File: src/rtl/enc_sched_pkg.sv
// Shared types and constants for the encryption-core scheduler.
// Struct widths follow ENC_N / ENC_IDW; override the top's N / IDW only together with these.
package enc_sched_pkg;

    localparam int LATENCY = 5;
    localparam int ENC_N   = 8;
    localparam int ENC_IDW = 2;

    typedef struct packed {
        logic               valid;
        logic [ENC_IDW-1:0] id;
    } tag_t;

    typedef struct packed {
        logic [ENC_IDW-1:0] id;
        logic [ENC_N-1:0]   data;
    } fifo_entry_t;

    // Round-robin successor of v among r requesters.
    function automatic logic [ENC_IDW-1:0] wrap_inc(input logic [ENC_IDW-1:0] v,
                                                    input int unsigned        r);
        return (32'(v) == r - 1) ? '0 : v + 1'b1;
    endfunction

endpackage

File: src/rtl/enc_rr_arbiter.sv
// Combinational round-robin arbiter: the first requester at or after i_ptr wins.
// o_grant is one-hot when i_enable is set and someone requests, otherwise zero.
module enc_rr_arbiter #(
    parameter int R   = 4,
    parameter int IDW = 2
) (
    input  logic [R-1:0]   i_req,
    input  logic [IDW-1:0] i_ptr,
    input  logic           i_enable,
    output logic [R-1:0]   o_grant,
    output logic [IDW-1:0] o_grant_idx
);

    logic w_found;

    always_comb begin
        // NOTE: every output gets a default first, so no path through the loop infers a latch.
        w_found     = 1'b0;
        o_grant_idx = '0;
        o_grant     = '0;
        for (int k = 0; k < R; k++) begin
            if (!w_found && i_req[(int'(i_ptr) + k) % R]) begin
                w_found     = 1'b1;
                o_grant_idx = IDW'((int'(i_ptr) + k) % R);
            end
        end
        for (int k = 0; k < R; k++) begin
            o_grant[k] = w_found && i_enable && (o_grant_idx == IDW'(k));
        end
    end

endmodule

File: src/rtl/encryption.sv
// Five-stage non-stallable encryption core: e_data = ~rotl1(data ^ key), five cycles later.
// Data registers carry no reset; the scheduler's tag pipeline marks which stages hold real beats.
module encryption #(
    parameter int N = 8
) (
    input  logic         clock,
    input  logic [N-1:0] data,
    input  logic [N-1:0] key,
    output logic [N-1:0] e_data
);

    logic [N-1:0] r_s1;
    logic [N-1:0] r_s2;
    logic [N-1:0] r_s3;
    logic [N-1:0] r_s4;
    logic [N-1:0] r_s5;

    // NOTE: non-blocking assignments, so every stage samples its predecessor's pre-edge value.
    always_ff @(posedge clock) begin
        r_s1 <= data ^ key;
        r_s2 <= {r_s1[N-2:0], r_s1[N-1]};
        r_s3 <= ~r_s2;
        r_s4 <= r_s3;
        r_s5 <= r_s4;
    end

    assign e_data = r_s5;

endmodule

File: src/rtl/enc_pipe_scheduler.sv
// Shares one encryption core between R requesters with round-robin issue, per-requester keys,
// a tag pipeline tracking each beat's owner, and a credit-gated output FIFO.
module enc_pipe_scheduler
    import enc_sched_pkg::*;
#(
    parameter int N          = ENC_N,
    parameter int R          = 4,
    parameter int IDW        = ENC_IDW,
    parameter int FIFO_DEPTH = 8
) (
    input  logic           clock,
    input  logic           reset,
    input  logic [R-1:0]   req_valid,
    input  logic [R*N-1:0] req_data,
    output logic [R-1:0]   req_ready,
    input  logic           cfg_we,
    input  logic [IDW-1:0] cfg_id,
    input  logic [N-1:0]   cfg_key,
    output logic           out_valid,
    input  logic           out_ready,
    output logic [N-1:0]   out_data,
    output logic [IDW-1:0] out_id,
    output logic           busy
);

    localparam int PW = $clog2(FIFO_DEPTH);
    localparam int CW = PW + 1;
    localparam int SW = CW + 1;

    logic [N-1:0]   r_key [R];
    logic [IDW-1:0] r_ptr;
    tag_t           r_tag [1:LATENCY];
    fifo_entry_t    r_mem [FIFO_DEPTH];
    logic [PW-1:0]  r_wr_ptr;
    logic [PW-1:0]  r_rd_ptr;
    logic [CW-1:0]  r_count;

    logic [SW-1:0]  w_inflight;
    logic [SW-1:0]  w_occupancy;
    logic           w_credit;
    logic [R-1:0]   w_grant;
    logic [IDW-1:0] w_grant_idx;
    logic           w_hs;
    logic [N-1:0]   w_core_data;
    logic [N-1:0]   w_core_key;
    logic [N-1:0]   w_e_data;
    logic           w_push;
    logic           w_pop;

    always_comb begin
        w_inflight = '0;
        for (int i = 1; i <= LATENCY; i++) begin
            w_inflight = w_inflight + SW'(r_tag[i].valid);
        end
    end

    // Beats already in the core hold a FIFO slot, so the non-stallable core can never overflow it.
    assign w_occupancy = SW'(r_count) + w_inflight;
    assign w_credit    = (w_occupancy < SW'(FIFO_DEPTH));

    enc_rr_arbiter #(
        .R   (R),
        .IDW (IDW)
    ) u_arb (
        .i_req       (req_valid),
        .i_ptr       (r_ptr),
        .i_enable    (w_credit & ~reset),
        .o_grant     (w_grant),
        .o_grant_idx (w_grant_idx)
    );

    assign req_ready   = w_grant;
    assign w_hs        = |w_grant;
    assign w_core_data = req_data[w_grant_idx*N +: N];
    assign w_core_key  = r_key[w_grant_idx];

    encryption #(
        .N (N)
    ) u_core (
        .clock  (clock),
        .data   (w_core_data),
        .key    (w_core_key),
        .e_data (w_e_data)
    );

    // A same-cycle grant reads the old key; the new one is visible from the next cycle.
    always_ff @(posedge clock) begin
        if (reset) begin
            for (int i = 0; i < R; i++) begin
                r_key[i] <= '0;
            end
        end else if (cfg_we) begin
            r_key[cfg_id] <= cfg_key;
        end
    end

    always_ff @(posedge clock) begin
        if (reset) begin
            r_ptr <= '0;
        end else if (w_hs) begin
            r_ptr <= wrap_inc(w_grant_idx, R);
        end
    end

    always_ff @(posedge clock) begin
        if (reset) begin
            for (int i = 1; i <= LATENCY; i++) begin
                r_tag[i] <= '0;
            end
        end else begin
            r_tag[1] <= '{valid: w_hs, id: w_grant_idx};
            for (int i = 2; i <= LATENCY; i++) begin
                r_tag[i] <= r_tag[i-1];
            end
        end
    end

    assign w_push = r_tag[LATENCY].valid;
    assign w_pop  = out_valid & out_ready;

    // NOTE: FIFO storage is not reset; only pointers and count are, and they decide what is valid.
    always_ff @(posedge clock) begin
        if (w_push) begin
            r_mem[r_wr_ptr] <= '{id: r_tag[LATENCY].id, data: w_e_data};
        end
    end

    always_ff @(posedge clock) begin
        if (reset) begin
            r_wr_ptr <= '0;
            r_rd_ptr <= '0;
            r_count  <= '0;
        end else begin
            if (w_push) begin
                r_wr_ptr <= r_wr_ptr + 1'b1;
            end
            if (w_pop) begin
                r_rd_ptr <= r_rd_ptr + 1'b1;
            end
            case ({w_push, w_pop})
                2'b10:   r_count <= r_count + 1'b1;
                2'b01:   r_count <= r_count - 1'b1;
                default: r_count <= r_count;
            endcase
        end
    end

    assign out_valid = (r_count != '0) & ~reset;
    assign out_data  = r_mem[r_rd_ptr].data;
    assign out_id    = r_mem[r_rd_ptr].id;
    assign busy      = ((w_inflight != '0) | (r_count != '0)) & ~reset;

    a_no_overflow: assert property (@(posedge clock) disable iff (reset)
        !(w_push && r_count == CW'(FIFO_DEPTH)));

endmodule

File: config.mk
export PLATFORM = sky130hd
export DESIGN_NAME = enc_pipe_scheduler
export DESIGN_NICKNAME = d
export VERILOG_FILES = /design/src/rtl/enc_sched_pkg.sv /design/src/rtl/enc_rr_arbiter.sv /design/src/rtl/encryption.sv /design/src/rtl/enc_pipe_scheduler.sv
export SDC_FILE = /design/constraint.sdc
export NUM_CORES = 1
export LEC_CHECK = 0
export CAP_MARGIN = 20
export CORE_MARGIN = 2
export CORE_UTILIZATION = 45
export CTS_CLUSTER_DIAMETER = 150
export DETAILED_ROUTE_END_ITERATION = 6
export PLACE_DENSITY = 0.65
export SLEW_MARGIN = 20
export SYNTH_ARGS = -nofsm -noshare
export SYNTH_HDL_FRONTEND = slang
export SYNTH_SLANG_ARGS = --single-unit
File: constraint.sdc
create_clock -name clock -period 7.83 [get_ports clock]
set_input_delay 1.566 -clock clock [delete_from_list [all_inputs] [get_ports clock]]
set_output_delay 1.566 -clock clock [all_outputs]
set_load 0.02 [all_outputs]
==> run_results.csv <==
group,metric,value,unit
synth,yosys.area.top_type,"edfxtp_1",
sta,slew_violations,0,
sta,fin_setup_tns,0,ps
synth,synth_nets,530,
clock_tree,postCtsSetupBuffers,0,
synth,yosys_warnings,0,
global_routing,grt_max_degree,36,
pwr,peakVddDrop,0.0001927,V
clock_tree,cts_buffer_depth,2,
min_path,hold_start,"u_core.r_s4[1]",
floorplanning,die-area,0.01658,mm²
worst_setup_path,path_common_cell,"clkdlybuf4s50_1",
worst_setup_path,reg2reg_to,"r_ptr[0]",
synth,ys_seq_elements,182,
clock_tree,cts-resized-gates,0,
clock_tree,cts_tree,"built",
floorplanning,die_x,128.8,µm
worst_setup_path,crit-reg2reg-launch,"r_tag[0][5]",
final_layout,final_area,0.008414,mm²
placement,dp_hpwl,7947,µm
routing,drt_first_pass_iters,4,
sta,grt_setup_unrepaired,"false",
placement,dp_cells,708,
placement,placed_area,0.007840,mm²
worst_setup_path,rrSetupSlack,5070,ps
placement,place_congestion,0.7623,
clock_tree,clk_latency,420,ps
floorplanning,num_rows,45,
sta,finalCritPeriodShare,0.7151,
final_layout,drive_gt1_frac,0.1522,
sta,max_freq,0.1786,GHz
pwr,cellLeakagePower,3.022,nW
floorplanning,io_pins,66,
worst_setup_path,crit_type,"in2out",
synth,synth-async-reset-ratio,0,
final_layout,n_antenna_cell,0,
sta,finalCriticalPeriod,5600,ps
routing,wl_per_cell,15.80,µm
routing,wl,11690,µm
clock_tree,cts_made_buffers,17,
global_routing,grt_pass1_vias,3597,
final_layout,nets,604,
worst_setup_path,cp-start-kind,"primary input",
placement,port_buffers,65,
synth,synth_cells,465,
synth,synthTopCellsByCount,"edfxtp_1 (112), dfxtp_1 (70), nor2_1 (47)",
sta,max-slew-margin-rel,0.2642,
synth,yosysMostFrequentCell,"edfxtp_1",
global_routing,grt_pass1_wl,18370,µm
synth,ys_seq_area_frac,0.6802,
worst_setup_path,critPathMaxStageDelay,530,ps
min_path,whs_path_depth,0,
clock_tree,hold_buffers,0,
worst_setup_path,cp_slowest_cell,"clkdlybuf4s50_1",
global_routing,globalRouteOverflowTotal,0,
floorplanning,start_util,0.4607,
worst_setup_path,cp.arrival,4030,ps
sta,setup_viol,0,
flow_run,cap_violations,0,
floorplanning,die_h,128.8,µm
final_layout,instances_no_fill,740,
clock_tree,ctsHtreeMaxLevel,4,
synth,avgSynthCellArea,15.06,µm²
sta,tightest_slew,1100,ps
worst_setup_path,crit_fanout,20,
routing,ant_nets,0,
worst_setup_path,reg2reg_depth,11,
worst_setup_path,cp.required,6260,ps
status,status,"finished, final reports clean",
synth,synth-main-ff-cell,"edfxtp_1",
clock_tree,cts_sinks,182,
pwr,power_density,273.7,mW/mm²
clock_tree,root_buffer,"clkbuf_16",
synth,synth_area_leaders,"edfxtp_1 (48%), dfxtp_1 (20%), mux4_2 (6.4%)",
worst_setup_path,end_kind,"output pin",
sta,skew,5.255,ps
min_path,hold_class,"reg2reg",
routing,dr_total_vias,3688,
synth,netlist_area,0.007004,mm²
sta,finalHoldViolCount,0,
worst_setup_path,path_cells,"clkdlybuf4s50_1 -> inv_1 -> o221a_2 -> o22ai_4 -> inv_6 -> ha_1 -> and2_1 -> clkdlybuf4s50_1",
synth,yosysUniqueCellTypes,46,
routing,drc,0,
worst_setup_path,critical-path-top-delay-family,"buffers and inverters",
final_layout,syn_to_final_growth,20.13,%
min_path,hold_path_end,"u_core.e_data[1]",
routing,drt_iter0_drc,207,
clock_tree,cts.clk_slew.worst_paths,60,ps
global_routing,antenna_found_initial,0,
routing,vias_per_cell,4.984,
synth,synth_top_area_frac,0.4802,
global_routing,grt_usage,0.1494,
floorplanning,coreArea,0.01520,mm²
synth,synth_edf_count,112,
worst_setup_path,cp.buffers_inverters,4,
## layer usage
| metal | wire length [µm] | global-route usage |
|---|---|---|
| met5 | 0 | 0 |
| met4 | 108 | 0.04604 |
| met3 | 587 | 0.04906 |
| met2 | 5874 | 0.2505 |
| met1 | 5120 | 0.1850 |
## through the flow
stage | util | total power, W | hold WS, ps | setup slack (ps)
4_1_cts | 0.5523 | 0.002331 | 327.1 | 2209
3_5_place_dp | 0.5157 | 0.001541 | 312.1 | 2213
5_1_grt | 0.5535 | 0.002412 | 333.9 | 2066
3_3_place_gp | 0.5157 | 0.001523 | 310.6 | 2290
6_report | 0.5535 | 0.002303 | 326.2 | 2230
2_1_floorplan | - | 0.001446 | 309.6 | 3478
## cells by family after synthesis
family	Yosys count	share of synthesized area
DFF	182	0.6802
and+or+nand+nor	125	0.09343
xor gates and xnor gates	39	0.04877
buffers and inverters	37	0.02483
AOI/OAI and AO/OA	35	0.03948
muxes	32	0.08324
adders and majority gates	15	0.03001
## worst reg2reg max path: stages, from the launching register on
cell and delay (ps):
dfxtp_1 300, inv_1 60, fa_1 490, fa_1 360
inv_1 60, ha_1 230, ha_1 280, nand2_1 70
o21bai_1 80, a21oi_2 250, o41ai_1 190, a32o_1 290
## power breakdown
group          internal, W  switching, W
sequential         0.00120     0.0000745
clock             0.000437      0.000353
combinational     0.000111      0.000123
## sequential cells by signal, summed over array words and instances, names as in the netlist, named ones only
name           cells
r_count            4
r_key             32
r_mem             80
r_ptr              2
r_rd_ptr           3
r_tag             15
r_wr_ptr           3
u_core.e_data      8
u_core.r_s1        8
u_core.r_s2        8
u_core.r_s3        8
u_core.r_s4        8
## layout make-up
| class | count | area [µm²] |
|---|---|---|
| Tap cell | 188 | 235.2 |
| Inverter | 25 | 98.84 |
| Timing Repair Buffer | 67 | 665.6 |
| Multi-Input combinational cell | 246 | 2095 |
| Fill cell | 1208 | 6788 |
| Sequential cell | 182 | 4765 |
| Clock inverter | 12 | 87.58 |
| Clock buffer | 20 | 467.9 |
## cell usage in the layout, fill, tap and decap left out, types with 3 or more instances in the layout
master / synthesis / layout
edfxtp_1: 112 / 112
dfxtp_1: 70 / 70
clkdlybuf4s50_1: 0 / 65
nor2_1: 47 / 42
xor2_1: 36 / 36
and2_1: 36 / 36
inv_1: 24 / 24
mux4_2: 20 / 20
clkbuf_16: 0 / 18
ha_1: 12 / 12
nor2b_1: 10 / 10
mux2_2: 10 / 10
o21ai_0: 9 / 9
nand2_1: 8 / 8
nor2_2: 2 / 7
o32ai_1: 7 / 7
a21oi_1: 6 / 6
inv_6: 1 / 5
nor3_1: 7 / 5
nand2b_1: 5 / 5
xnor2_1: 3 / 3
fa_1: 3 / 3
clkinv_2: 0 / 3
## worst max path at each step
stage,depth (start not counted),from,endpoint
5_1_grt,8,req_valid[0],req_ready[3]
3_3_place_gp,7,req_valid[3],req_ready[3]
4_1_cts,8,req_valid[0],req_ready[3]
2_1_floorplan,7,req_valid[0],req_ready[3]
3_5_place_dp,7,req_valid[3],req_ready[3]
6_report,8,req_valid[0],req_ready[3]
(Power assumes the default switching activity.)
